==> config.mk <==
export PLATFORM = sky130hd
export DESIGN_NAME = hd44780_bus_ctrl
export DESIGN_NICKNAME = d
export VERILOG_FILES = /design/src/rtl/hd44780_bus_ctrl.sv
export SDC_FILE = /design/constraint.sdc
export NUM_CORES = 1
export LEC_CHECK = 0
export BUFFER_PORTS_ARGS = -buffer_cell sky130_fd_sc_hd__buf_2
export CAP_MARGIN = 20
export CORE_ASPECT_RATIO = 1.75
export CORE_MARGIN = 2
export CORE_UTILIZATION = 55
export CTS_CLUSTER_SIZE = 24
export DETAILED_ROUTE_END_ITERATION = 6
export PLACE_DENSITY = 0.83
export SYNTH_ARGS = -nofsm -noshare
export SYNTH_HDL_FRONTEND = slang
export SYNTH_SLANG_ARGS = --single-unit
==> constraint.sdc <==
create_clock -name clk -period 3.9 [get_ports clk]
set_clock_uncertainty 0.05 [all_clocks]
set_input_delay 0.195 -clock clk [delete_from_list [all_inputs] [get_ports clk]]
set_output_delay 0.195 -clock clk [all_outputs]
set_load 0.01 [all_outputs]
==> src/rtl/hd44780_bus_ctrl.sv <==
// hd44780_bus_ctrl: timed HD44780 bus master.
// Takes one read/write request per handshake and drives the RS/RW/E/DATA waveform,
// returning read bytes (busy flag, address counter, RAM data) as a one-cycle response.
// Optional build macro: HD44780_BUSY_POLL_EN -- poll the busy flag before every request.
module hd44780_bus_ctrl #(
  parameter int T_AS     = 4,
  parameter int T_PW     = 24,
  parameter int T_H      = 2,
  parameter int T_GAP    = 20,
  parameter int CNT_W    = 8,
  parameter int POLL_MAX = 255
) (
  input  logic       clk,
  input  logic       rst,
  input  logic       req_valid,
  output logic       req_ready,
  input  logic       req_rs,
  input  logic       req_rw,
  input  logic [7:0] req_data,
  output logic       rsp_valid,
  output logic [7:0] rsp_data,
  output logic       lcd_rs,
  output logic       lcd_rw,
  output logic       lcd_e,
  output logic [7:0] lcd_data_o,
  input  logic [7:0] lcd_data_i,
  output logic       lcd_data_oe,
  output logic       poll_err
);

  typedef enum logic [2:0] {S_IDLE, S_SETUP, S_EHIGH, S_HOLD, S_GAP} state_t;

  // Counter reload values: each phase lasts (load + 1) cycles.
  localparam logic [CNT_W-1:0] AS_LD   = CNT_W'(T_AS - 1);
  localparam logic [CNT_W-1:0] PW_LD   = CNT_W'(T_PW - 1);
  localparam logic [CNT_W-1:0] H_LD    = CNT_W'(T_H - 1);
  localparam logic [CNT_W-1:0] GAP_LD  = CNT_W'((T_GAP > 0) ? (T_GAP - 1) : 0);
  localparam logic [CNT_W-1:0] CNT_ONE = CNT_W'(1);
  localparam logic [CNT_W-1:0] CNT_ZERO = CNT_W'(0);

  state_t           state, state_nxt;
  logic [CNT_W-1:0] cnt, cnt_nxt;
  logic             accept, cap, cycle_done;
  logic             req_rs_q, req_rw_q;
  logic [7:0]       req_data_q;
  logic             rs_sel, rw_sel, cyc_rw, active_nxt;
  logic [7:0]       data_sel;
  logic             poll_q, poll_nxt;
  logic             ready_nxt, lcd_e_nxt, lcd_rs_nxt, lcd_rw_nxt, lcd_oe_nxt, rsp_valid_nxt;
  logic [7:0]       lcd_do_nxt, rsp_data_nxt;

  // Phase sequencing: SETUP -> EHIGH -> HOLD -> GAP, each timed by one down-counter.
  always_comb begin
    state_nxt  = state;
    cnt_nxt    = cnt;
    accept     = 1'b0;
    cap        = 1'b0;
    cycle_done = 1'b0;
    case (state)
      S_IDLE: begin
        if (req_valid && req_ready) begin
          accept    = 1'b1;
          state_nxt = S_SETUP;
          cnt_nxt   = AS_LD;
        end else begin
          state_nxt = S_IDLE;
        end
      end
      S_SETUP: begin
        if (cnt == CNT_ZERO) begin
          state_nxt = S_EHIGH;
          cnt_nxt   = PW_LD;
        end else begin
          cnt_nxt = cnt - CNT_ONE;
        end
      end
      S_EHIGH: begin
        if (cnt == CNT_ZERO) begin
          state_nxt = S_HOLD;
          cnt_nxt   = H_LD;
          cap       = 1'b1;
        end else begin
          cnt_nxt = cnt - CNT_ONE;
        end
      end
      S_HOLD: begin
        if (cnt == CNT_ZERO) begin
          if (T_GAP == 0) begin
            cycle_done = 1'b1;
          end else begin
            state_nxt = S_GAP;
            cnt_nxt   = GAP_LD;
          end
        end else begin
          cnt_nxt = cnt - CNT_ONE;
        end
      end
      S_GAP: begin
        if (cnt == CNT_ZERO) begin
          cycle_done = 1'b1;
        end else begin
          cnt_nxt = cnt - CNT_ONE;
        end
      end
      default: begin
        state_nxt = S_IDLE;
        cnt_nxt   = CNT_ZERO;
      end
    endcase
    // A finished poll cycle always chains into another bus cycle (poll or the request).
    if (cycle_done) begin
      if (poll_q) begin
        state_nxt = S_SETUP;
        cnt_nxt   = AS_LD;
      end else begin
        state_nxt = S_IDLE;
        cnt_nxt   = CNT_ZERO;
      end
    end else begin
      cnt_nxt = cnt_nxt;
    end
  end

`ifdef HD44780_BUSY_POLL_EN
  localparam int             PC_W   = $clog2(POLL_MAX + 1);
  localparam logic [PC_W-1:0] PC_ONE = PC_W'(1);
  localparam logic [PC_W-1:0] PC_MAX = PC_W'(POLL_MAX);

  logic            more_q, more_nxt, err_nxt;
  logic [PC_W-1:0] pcnt, pcnt_nxt;

  // Busy-flag polling: keep polling while BF=1 until the poll budget runs out.
  always_comb begin
    poll_nxt = poll_q;
    more_nxt = more_q;
    pcnt_nxt = pcnt;
    err_nxt  = poll_err;
    if (accept) begin
      poll_nxt = 1'b1;
      more_nxt = 1'b1;
      pcnt_nxt = {PC_W{1'b0}};
    end else if (cap && poll_q) begin
      pcnt_nxt = pcnt + PC_ONE;
      if (lcd_data_i[7] && ((pcnt + PC_ONE) == PC_MAX)) begin
        more_nxt = 1'b0;
        err_nxt  = 1'b1;
      end else begin
        more_nxt = lcd_data_i[7];
      end
    end else if (cycle_done && poll_q) begin
      poll_nxt = more_q;
    end else begin
      poll_nxt = poll_q;
    end
  end

  // Poll bookkeeping registers; poll_err is sticky until reset.
  always_ff @(posedge clk) begin
    if (rst) begin
      more_q   <= 1'b0;
      pcnt     <= {PC_W{1'b0}};
      poll_err <= 1'b0;
    end else begin
      more_q   <= more_nxt;
      pcnt     <= pcnt_nxt;
      poll_err <= err_nxt;
    end
  end
`else
  // Without polling every request goes straight onto the bus.
  always_comb begin
    poll_nxt = 1'b0;
  end

  assign poll_err = 1'b0;
`endif

  // Pin values for the next cycle; a poll cycle forces an RS=0 read.
  always_comb begin
    if (accept) begin
      rs_sel   = req_rs;
      rw_sel   = req_rw;
      data_sel = req_data;
    end else begin
      rs_sel   = req_rs_q;
      rw_sel   = req_rw_q;
      data_sel = req_data_q;
    end
    active_nxt = (state_nxt == S_SETUP) || (state_nxt == S_EHIGH) || (state_nxt == S_HOLD);
    cyc_rw     = poll_nxt ? 1'b1 : rw_sel;
    ready_nxt  = (state_nxt == S_IDLE);
    lcd_e_nxt  = (state_nxt == S_EHIGH);
    if (active_nxt) begin
      lcd_rs_nxt = poll_nxt ? 1'b0 : rs_sel;
      lcd_rw_nxt = cyc_rw;
      lcd_oe_nxt = ~cyc_rw;
      lcd_do_nxt = poll_nxt ? lcd_data_o : data_sel;
    end else begin
      lcd_rs_nxt = lcd_rs;
      lcd_rw_nxt = 1'b1;
      lcd_oe_nxt = 1'b0;
      lcd_do_nxt = lcd_data_o;
    end
    if (cap && !poll_q && req_rw_q) begin
      rsp_valid_nxt = 1'b1;
      rsp_data_nxt  = lcd_data_i;
    end else begin
      rsp_valid_nxt = 1'b0;
      rsp_data_nxt  = rsp_data;
    end
  end

  // State, latched request and registered pin/response outputs (E cannot glitch).
  always_ff @(posedge clk) begin
    if (rst) begin
      state       <= S_IDLE;
      cnt         <= CNT_ZERO;
      poll_q      <= 1'b0;
      req_rs_q    <= 1'b0;
      req_rw_q    <= 1'b0;
      req_data_q  <= 8'h00;
      req_ready   <= 1'b0;
      rsp_valid   <= 1'b0;
      rsp_data    <= 8'h00;
      lcd_rs      <= 1'b0;
      lcd_rw      <= 1'b1;
      lcd_e       <= 1'b0;
      lcd_data_o  <= 8'h00;
      lcd_data_oe <= 1'b0;
    end else begin
      state       <= state_nxt;
      cnt         <= cnt_nxt;
      poll_q      <= poll_nxt;
      req_rs_q    <= rs_sel;
      req_rw_q    <= rw_sel;
      req_data_q  <= data_sel;
      req_ready   <= ready_nxt;
      rsp_valid   <= rsp_valid_nxt;
      rsp_data    <= rsp_data_nxt;
      lcd_rs      <= lcd_rs_nxt;
      lcd_rw      <= lcd_rw_nxt;
      lcd_e       <= lcd_e_nxt;
      lcd_data_o  <= lcd_do_nxt;
      lcd_data_oe <= lcd_oe_nxt;
    end
  end

endmodule

==> results of run 1 <==
## worst paths after layout
check	start	to	depth (start not counted)
max	cnt[0]$_SDFFE_PP0P_	lcd_data_o[0]$_SDFFE_PP0P_	7
min	lcd_data_i[2]	rsp_data[2]$_SDFFE_PP0P_	3
max reg2reg	cnt[0]$_SDFFE_PP0P_	lcd_data_o[0]$_SDFFE_PP0P_	7
min reg2reg	req_data_q[7]$_SDFF_PP0_	req_data_q[7]$_SDFF_PP0_	2
## metal layers
| layer | vias to the layer above | GRT usage | wire length [µm] |
|---|---|---|---|
| met5 | - | 0 | 0 |
| met4 | 0 | 0.1270 | 137 |
| met3 | 14 | 0.04889 | 174 |
| met2 | 47 | 0.3707 | 1997 |
| met1 | 707 | 0.1983 | 1460 |
| li1 | 788 | - | - |
## stage by stage
| step | instances | util | area [µm²] |
|---|---|---|---|
| final | 291 | 0.6619 | 2180 |
| after global routing | 291 | 0.6619 | 2180 |
| after CTS | 291 | 0.6619 | 2180 |
| after detailed placement | 283 | 0.6277 | 2067 |
| after global placement | 283 | 0.6277 | 2067 |
| after floorplan | 208 | - | 1863 |
## synthesized netlist by cell type (2+ instances only)
master | instances | area [µm²]
o211ai_1 | 2 | 15.01
o21a_1 | 2 | 15.01
a21oi_1 | 16 | 80.08
a31oi_1 | 3 | 18.77
a211oi_1 | 3 | 22.52
nor2b_1 | 13 | 81.33
or3_1 | 2 | 12.51
a21o_1 | 2 | 15.01
mux2i_1 | 9 | 90.09
nor4_1 | 2 | 12.51
xor2_1 | 5 | 43.79
nand2_1 | 27 | 101.4
nor2_1 | 21 | 78.83
buf_2 | 2 | 10.01
buf_4 | 2 | 15.01
inv_1 | 5 | 18.77
dfxtp_1 | 43 | 860.8
clkbuf_1 | 6 | 22.52
o21ai_0 | 5 | 25.02
nor3_1 | 3 | 15.01
nand3_1 | 4 | 20.02
mux2_1 | 8 | 90.09
## area by class of cell
cell class / instances / area share
clock buffers: 5 / 0.03157
clock inverters: 3 / 0.02009
inverters: 5 / 0.008611
multi-input cells: 148 / 0.4225
flip-flops and latches: 43 / 0.3949
well taps: 45 / 0.02583
repair buffers: 42 / 0.09644
## registers in the layout, summed over array words and instances, names as in the netlist, 3 cells and up
register / flops
rsp_data: 8
req_data_q: 8
lcd_data_o: 8
state: 3
cnt: 8
## report_power, final
group,switching [mW],internal [mW]
logic,0.352,0.248
clock network,0.153,0.190
registers,0.0758,0.521
total,0.581,0.960
## cell families (layout without fill, tap and decap cells)
| group | after synthesis | after routing | synth area share |
|---|---|---|---|
| AOI/OAI and AO/OA | 40 | 40 | 0.1350 |
| xor gates and xnor gates | 6 | 6 | 0.02821 |
| adders and majority gates | 1 | 1 | 0.006715 |
| buffers and inverters | 17 | 55 | 0.04365 |
| DFF | 43 | 43 | 0.4621 |
| muxes | 18 | 18 | 0.1028 |
| other | 1 | 1 | 0.002013 |
| and+or+nand+nor | 82 | 82 | 0.2196 |
## tightest hold or removal path, stage by stage
cell,delay (ns)
buf_2,0.07
mux2i_1,0.05
nor2_1,0.07
==> metrics.md, run 1 <==
| Metric | Value |
|---|---|
| Outcome | finished clean |
| Fin crit period | 2.472 ns |
| Post-Synthesis Cells | 208 |
| PortBufs | 42 |
| Via count | 1556 |
| Final Net Count | 267 |
| Postcts setup bufs | 0 |
| Htree depth | 2 |
| Crit path max-delay family | simple AND/OR/NAND/NOR gates |
| Post-Route WL | 3.769 mm |
| Worst path max stage delay | 0.53 ns |
| Final hold vios | 0 |
| Synth-to-Final Area Change | 16.99% |
| Diode count | 0 |
| Die width | 48.00 µm |
| Hold Path Class | in -> reg |
| Skew-Pair Late Insertion Delay | 0.30 ns |
| DRC | 0 |
| Number of cell rows | 28 |
| CP bufs+invs | 1 |
| Fin crit share | 0.6339 |
| Most common cell after layout, fill and taps aside | dfxtp_1 |
| Post-synth EDFFs | 0 |
| Pre-CTS WS | 1.439 ns |
| Syn_nets | 230 |
| Clk root buf | clkbuf_8 |
| Register area share after synthesis | 0.4621 |
| Ys async rst share | 0 |
| Share of cells above drive strength 1 | 0.2276 |
| Pwr dens | 706.8 nW/µm² |
| WS Path Type | reg -> reg |
| First-pass GRT wire length | 5.727 mm |
| Overflow after GRT | 0 |
| F_max | 404.5 MHz |
| Largest net degree at the start of global routing | 38 |
| Initial Util | 0.5657 |
| Worst VDD drop | 0.4505 mV |
| Filler instances | 300 |
| Final estimated routing congestion in global placement | 0.9006 |
| Yosys warning total | 0 |
| I/O pin total | 44 |
| CTS max path bufs | 2 |
| Syn_area_per_cell | 8.957 µm² |
| Maxcap violations | 0 |
| Die ar. | 3887 µm² |
| Worst hold slack | 0.07469 ns |
| Routed vias/inst | 5.347 |
| Clock-pin slew on the worst setup and hold paths | 0.08 ns |
| Most frequent cells in the layout | dfxtp_1 (43), buf_2 (42), nand2_1 (27) |
| Violation count after the first detailed-route iteration | 22 |
| Worst Path Max Fanout | 11 |
| Clk sink count | 43 |
| Setup TNS | 0 ns |
| WL/cell | 12.95 µm |
| Die Y | 80.99 µm |
| Distinct cell type count after synthesis | 45 |
| Slew headroom | 0.3678 |
| Crit path DAT | 2.62 ns |
| Hold_buf cts | 0 |
| Initial antenna violation count | 0 |
| Core footprint | 3293 µm² |
| CTS tree | done |
| Vias in the first global route | 1425 |
| Crit-path cells | inv_1 > ha_1 > nor3b_2 > and2_1 > nand3_1 > a21oi_2 > mux2_2 |
| DRT antenna net count | 0 |
| Leakage power | 1.026 nW |
| Tot Pwr | 1.541 mW |
| CTS Buf Count | 5 |
| Startpoint types | flip-flop |
| Worst Path Required | 4.04 ns |
| Ys flop type | dfxtp_1 |
| Register area | 860.8 µm² |
| #FFs+latches synth | 43 |
| Reg2reg setup slack | 1.43 ns |
| Gr usage total | 0.2084 |
| Post-CTS resize count | 0 |
| Post-Syn Area | 1863 µm² |
| Footprint of the multi-input gates | 920.9 µm² |
| Post-route worst setup slack | 1.428 ns |
| CP endpoint kind | flip-flop |
| Post-DP HPWL | 2.729 mm |
| Setup violations, final | 0 |
| Slew @ Worst Pin | 0.9460 ns |
| Max-slew violation count | 0 |
| RSZ-0062 raised after global routing | false |
| DR pass1 iterations | 4 |
| Slowest cell on the critical path | a21oi_2 |
Note: power is estimated with default switching activity, not from simulation.
==> inputs of run 2 (changes only) <==
ABC_AREA = 1   (was not set)
CORE_UTILIZATION = 48   (was 55)
PLACE_DENSITY = 0.77   (was 0.83)
clock period = 2.05 ns   (was 3.9 ns; I/O delays follow)
==> metrics.md, run 2 <==
| Metric | Value |
|---|---|
| Largest net degree at the start of global routing | 21 (-45%) |
| Share of cells above drive strength 1 | 0.2469 (+0.01927) |
| Syn_nets | 305 (+33%) |
| Pwr dens | 1527 nW/µm² (+120%) |
| Ys async rst share | 0 (unchanged) |
| Fin crit share | 0.8878 (+0.2539) |
| Postcts setup bufs | 0 (unchanged) |
| Reg2reg setup slack | 0.23 ns (-1.20 ns) |
| First-pass GRT wire length | 7.189 mm (+26%) |
| Die Y | 90.39 µm (+12%) |
| Vias in the first global route | 1761 (+24%) |
| Post-synth EDFFs | 0 (unchanged) |
| WL/cell | 10.81 µm (-17%) |
| DRT antenna net count | 0 (unchanged) |
| Commonest cells in the netlist | nand2_1 (65), dfxtp_1 (43), inv_1 (37), nor2_1 (37), a21oi_1 (21) |
| Share of the synthesized area in the top cell type | 0.4205 (-0.04152) |
| Synth Area in Compound Gates | 0.09780 (-0.03719) |
| Die ar. | 4823 µm² (+24%) |
| Final estimated routing congestion in global placement | 0.8449 (-6.2%) |
| Diode count | 0 (unchanged) |
| Mux cell area share after synthesis | 0 (-0.1028) |
| Htree depth | 2 (unchanged) |
| Leakage power | 1.192 nW (+16%) |
| DP Cell Count | 367 (+30%) |
| Via count | 1776 (+14%) |
| Placed Area | 2271 µm² (+9.9%) |
| Register area share after synthesis | 0.4205 (-0.04152) |
| Hold_buf cts | 0 (unchanged) |
| CTS max path bufs | 2 (unchanged) |
| CP endpoint kind | flip-flop |
| Yosys warning total | 0 (unchanged) |
| F_max | 549.4 MHz (+36%) |
| Setup TNS | 0 ns (unchanged) |
| Ys flop type | dfxtp_1 |
| PortBufs | 42 (unchanged) |
| Post-CTS resize count | 0 (unchanged) |
| CTS Buf Count | 5 (unchanged) |
| Maxcap violations | 0 (unchanged) |
| Xor and xnor fraction of the mapped netlist area | 0.01711 (-0.01109) |
| Final Non-Filler Cells | 373 (+28%) |
| Synth Area in Adders | 0.006112 (-0.0006034) |
| Routed vias/inst | 4.761 (-11%) |
| Initial antenna violation count | 0 (unchanged) |
| Startpoint types | flip-flop |
| Final hold vios | 0 (unchanged) |
| Most frequent cells in the layout | nand2_1 (65), dfxtp_1 (43), buf_2 (42) |
| Largest family of logic cells by synthesized area | simple AND/OR/NAND/NOR gates |
| Post-DP HPWL | 3.052 mm (+12%) |
| Worst Path Required | 2.23 ns (-1.81 ns) |
| Overflow after GRT | 0 (unchanged) |
| Core footprint | 4111 µm² (+25%) |
| Number of cell rows | 31 (+11%) |
| DRC | 0 (unchanged) |
| Count leader, synth | nand2_1 |
| Most common cell after layout, fill and taps aside | nand2_1 |
| Hold Path Class | in -> reg |
| Post-Route WL | 4.032 mm (+7.0%) |
| Post-Synthesis Cells | 283 (+36%) |
| Worst VDD drop | 1.298 mV (+190%) |
| Post-Syn Area | 2047 µm² (+9.9%) |
| Clk sink count | 43 (unchanged) |
| Clock-pin slew on the worst setup and hold paths | 0.08 ns (about the same) |
| Max-slew violation count | 0 (unchanged) |
| Crit path DAT | 2.00 ns (-0.62 ns) |
| Distinct cell type count after synthesis | 31 (-31%) |
| Fin crit period | 1.820 ns (-0.6522 ns) |
| Simple-gate share of the synthesized area | 0.3502 (+0.1306) |
| RSZ-0062 raised after global routing | false |
| I/O pin total | 44 (unchanged) |
| Skew-Pair Late Insertion Delay | 0.29 ns (about the same) |
| Gr usage total | 0.1964 (-0.01200) |
| Clk root buf | clkbuf_8 |
| #FFs+latches synth | 43 (unchanged) |
| Synth-to-Final Area Change | 14.67% |
| WS Path Type | reg -> reg |
| Die width | 53.37 µm (+11%) |
| Setup violations, final | 0 (unchanged) |
| Post-route cell area | 2347 µm² (+7.7%) |
| Tot Pwr | 3.583 mW (+130%) |
| Post-synth top area cell | dfxtp_1 |
| Outcome | finished clean |
| Worst Path Max Fanout | 11 (unchanged) |
| Initial Util | 0.4979 (-0.06786) |
| CTS tree | done |
| Violation count after the first detailed-route iteration | 18 (-18%) |
| DR pass1 iterations | 4 (unchanged) |
| Area contributors post-synth | dfxtp_1 (42%), nand2_1 (12%), inv_1 (6.8%) |
| Final Net Count | 347 (+30%) |
| Syn_area_per_cell | 7.233 µm² (-19%) |
run 2: cell count changes in the layout (fill, tap and decap cells not counted), moves of 6 or more:
| cell | change |
|---|---|
| mux2_1 | -8 |
| nor2b_1 | -13 |
| nor2_2 | +9 |
| o21ai_0 | +6 |
| nand3_1 | +13 |
| nand2_1 | +38 |
| mux2i_1 | -9 |
| inv_1 | +32 |
| nor2_1 | +16 |
run 2: path summary, 6_finish.rpt:
path	from	endpoint	cells past startpoint
worst max-delay path	cnt[0]$_SDFFE_PP0P_	lcd_data_o[3]$_SDFFE_PP0P_	10
worst min-delay path	req_data[7]	req_data_q[7]$_SDFF_PP0_	3
worst max register to register	cnt[0]$_SDFFE_PP0P_	lcd_data_o[3]$_SDFFE_PP0P_	10
worst min register to register	rsp_data[2]$_SDFFE_PP0P_	rsp_data[2]$_SDFFE_PP0P_	2
run 2: layout make-up:
cell class / count / area [µm²]
repair buffers: 43 / 217.7
flip-flops and latches: 43 / 860.8
multi-input cells: 190 / 968.4
inverters: 42 / 162.7
clock inverters: 1 / 7.507
fillers: 433 / 1764
well taps: 49 / 61.31
clock buffers: 5 / 68.82
run 2: critical path: stages, from the launching register on:
cell and delay [ns]:
dfxtp_1 0.34, inv_1 0.06, ha_1 0.28, nand2_2 0.13, nor2_8 0.25, nand3_2 0.12, nand3_2 0.22, nand2_4 0.10
clkinv_4 0.10, nor2_1 0.04, nor2_1 0.07
run 2: kinds of logic after synthesis:
family / Yosys count
XOR/XNOR: 4
AO/OA/AOI/OAI: 37
flip-flops: 43
other: 1
buffers and inverters: 50
adder cells (fa/ha/maj): 1
AND/OR/NAND/NOR: 147
run 2: power by group:
group | internal, mW | switching (mW) | total, mW
Sequential | 1.02 | 0.118 | 1.14
Combinational | 0.683 | 1.26 | 1.94
Clock | 0.226 | 0.271 | 0.497
run 2: stage by stage:
| step | hold slack (ns) | utilization | setup WS [ns] |
|---|---|---|---|
| global placement | 0.3273 | 0.5523 | 0.2672 |
| floorplan | 0.1216 | - | 0.4401 |
| finish | 0.02249 | 0.5709 | 0.2300 |
| CTS | 0.01600 | 0.5709 | 0.2147 |
| global route | 0.04376 | 0.5709 | 0.02412 |
| detailed placement | 0.3309 | 0.5523 | 0.2354 |
run 2: per-layer routing:
layer,vias to the layer above,share of wire,track usage
met1,791,0.38,0.1973
met4,0,0.024,0.09402
met5,-,0,0
li1,950,-,-
met2,27,0.56,0.3539
met3,8,0.031,0.04636
==> inputs of run 3 (changes only) <==
CORE_MARGIN = 5   (was 2)
SETUP_SLACK_MARGIN = 0.5   (was not set)
TNS_END_PERCENT = 10   (was not set)
==> metrics.md, run 3 (synthesis gave the netlist of run 2 again) <==
| Metric | Value |
|---|---|
| Outcome | finished clean |
| Diode count | 0 (unchanged) |
| Post-route cell area | 2661 µm² (+13%) |
| Setup TNS | 0 ns (unchanged) |
| Gr usage total | 0.1859 (-0.01051) |
| Worst Hold Depth | 3 (unchanged) |
| WL/cell | 12.74 µm (+18%) |
| Worst path max stage delay | 0.33 ns (about the same) |
| Post-DP HPWL | 3.377 mm (+11%) |
| Core footprint | 4150 µm² (+0.94%) |
| Vias in the first global route | 1839 (+4.4%) |
| Number of cell rows | 31 (unchanged) |
| Htree depth | 2 (unchanged) |
| DRC | 0 (unchanged) |
| WS Path Type | reg -> reg |
| Max layer used | met4 |
| Final estimated routing congestion in global placement | 0.8258 (-2.3%) |
| Worst path most repeated cell | nand2_4 |
| Sequential Power Share | 0.265 (-0.054) |
| Clk root buf | clkbuf_8 |
| Met3 routed WL | 143 µm (+14%) |
| Final hold vios | 0 (unchanged) |
| CP endpoint kind | flip-flop |
| Fin crit period | 1.562 ns (-0.2579 ns) |
| Post-Route WL | 5.008 mm (+24%) |
| Final Net Count | 365 (+5.2%) |
| Die ar. | 5722 µm² (+19%) |
| Worst Path Required | 2.19 ns (-0.04 ns) |
| Setup violations, final | 0 (unchanged) |
| RSZ-0062 raised after global routing | true |
| First-pass GRT wire length | 8.107 mm (+13%) |
| CTS max path bufs | 2 (unchanged) |
| Crit path DAT | 1.70 ns (-0.30 ns) |
| Die Y | 96.39 µm (+6.6%) |
| DRT antenna net count | 0 (unchanged) |
| Most common cell after layout, fill and taps aside | nand2_1 |
| Net Sw Frac | 0.4544 (-0.006111) |
| Hold Path Class | in -> reg |
| Worst VDD drop | 1.142 mV (-12%) |
| Routed vias/inst | 4.885 (+2.6%) |
| Slowest cell on the critical path | dfxtp_2 |
| PortBufs | 42 (unchanged) |
| CTS tree | done |
| Clock power frac | 0.135 (-0.004) |
| Initial Util | 0.4932 (-0.004653) |
| Hold-critical path endpoint | req_data_q[1]$_SDFF_PP0_ |
| CTS Buf Count | 5 (unchanged) |
| DR pass1 iterations | 4 (unchanged) |
| Synth-to-Final Area Change | 30.01% |
| F_max | 640.1 MHz (+17%) |
| Reg-to-reg startpoint | cnt[0]$_SDFFE_PP0P_ |
| Share of cells above drive strength 1 | 0.3576 (+0.1106) |
| Hold_buf cts | 0 (unchanged) |
| Startpoint types | flip-flop |
| Cell Int Power | 2.394 mW (+24%) |
| Max-slew violation count | 0 (unchanged) |
| I/O pin total | 44 (unchanged) |
| Fin crit share | 0.7620 (-0.1258) |
| Clock-pin slew on the worst setup and hold paths | 0.08 ns (about the same) |
| Maxcap violations | 0 (unchanged) |
| Reg2reg setup slack | 0.49 ns (+0.26 ns) |
| Leakage power | 1.310 nW (+9.9%) |
| Die width | 59.37 µm (+11%) |
| Largest net degree at the start of global routing | 21 (unchanged) |
| WL met1 | 1.735 mm (+13%) |
| Hold path start | req_data[1] |
| Via count | 1920 (+8.1%) |
| Initial antenna violation count | 0 (unchanged) |
| Worst r2r dst | cnt[6]$_SDFFE_PP0P_ |
| R2R cell count | 10 (unchanged) |
| Overflow after GRT | 0 (unchanged) |
| Skew-Pair Late Insertion Delay | 0.29 ns (about the same) |
| Placed Area | 2273 µm² (+0.11%) |
| Sw Pwr | 1.994 mW (+21%) |
| Comb pwr share | 0.600 (+0.057) |
| Violation count after the first detailed-route iteration | 45 (+27) |
| Clk sink count | 43 (unchanged) |
| Crit-path cells | inv_2 > ha_4 > nand2_4 > nor2_8 > nand2_4 > nand2_4 > buf_6 > nor2_2 > xor2_1 > nor2_1 |
| Worst Path Max Fanout | 5 (-6) |
| Most frequent cells in the layout | nand2_1 (63), buf_2 (42), dfxtp_1 (36) |
| Pwr dens | 1649 nW/µm² (+8.0%) |
| DR WL met2 | 2.931 mm (+29%) |
[run 3: cell count changes in the layout (fill, tap and decap cells not counted), sizes merged]
cell	change
buf	+16
nor2	+1
clkbuf	+3
clkinv	-1
nand3	+1
[run 3: power groups by stage]
stage	combinational (mW)	clock, mW	sequential, mW
detailed placement	1.97	0	1.16
CTS	2.30	0.599	1.16
floorplan	1.61	0	1.18
global placement	1.93	0	1.15
finish	2.63	0.590	1.16
global route	2.93	0.640	1.19
[run 3: how the worst max path moves through the flow]
| stage | to | slack (ns) | start | depth (start not counted) |
|---|---|---|---|---|
| floorplan | lcd_data_o[0]$_SDFFE_PP0P_ | 0.50 | cnt[0]$_SDFFE_PP0P_ | 10 |
| global placement | lcd_data_oe$_SDFF_PP0_ | 0.26 | state[0]$_SDFF_PP0_ | 10 |
| detailed placement | lcd_data_oe$_SDFF_PP0_ | 0.25 | state[0]$_SDFF_PP0_ | 10 |
| CTS | lcd_data_o[4]$_SDFFE_PP0P_ | 0.47 | cnt[1]$_SDFFE_PP0P_ | 11 |
| global route | lcd_data_oe$_SDFF_PP0_ | 0.41 | state[1]$_SDFF_PP0_ | 11 |
| finish | cnt[6]$_SDFFE_PP0P_ | 0.49 | cnt[0]$_SDFFE_PP0P_ | 10 |
[run 3: through the flow]
step	hold WS (ns)	instances	power (mW)	setup slack, ns	util
2_1_floorplan	0.1216	283	2.789	0.5042	-
3_3_place_gp	0.3270	367	3.083	0.2624	0.5478
3_5_place_dp	0.3340	367	3.133	0.2507	0.5478
4_1_cts	0.02498	385	4.056	0.4711	0.6063
5_1_grt	0.03965	393	4.761	0.4085	0.6412
6_report	0.02902	393	4.387	0.4879	0.6412
[run 3: worst max-delay path, delay by kind of cell, from the launching register on]
family | cells | cell delay, ns
buf+inv | 2 | 0.16
xor+xnor | 1 | 0.14
fa+ha+maj | 1 | 0.17
flops | 1 | 0.33
simple gates | 6 | 0.58
[run 3: routing by layer]
metal  vias to the layer above  global-route usage
li1                        995                   -
met1                       874              0.1868
met2                        35              0.3422
met3                        16             0.03856
met4                         0              0.1040
met5                         -                   0
[run 3: area by class of cell]
type / instances / area [µm²]
tap: 49 / 61.31
sequential: 43 / 874.6
timing repair buffer: 59 / 345.3
clock buffer: 8 / 100.1
fill: 341 / 1489
multi-input combinational: 192 / 1109
inverter: 42 / 171.4
[run 3: what timing repair did]
item,4_1_cts,5_1_grt
buffers inserted,8,8
endpoints found under the hold margin,0,0
gates cloned,2,0
pin swaps,7,15
setup endpoints to repair,40,38
resized for setup,18,24
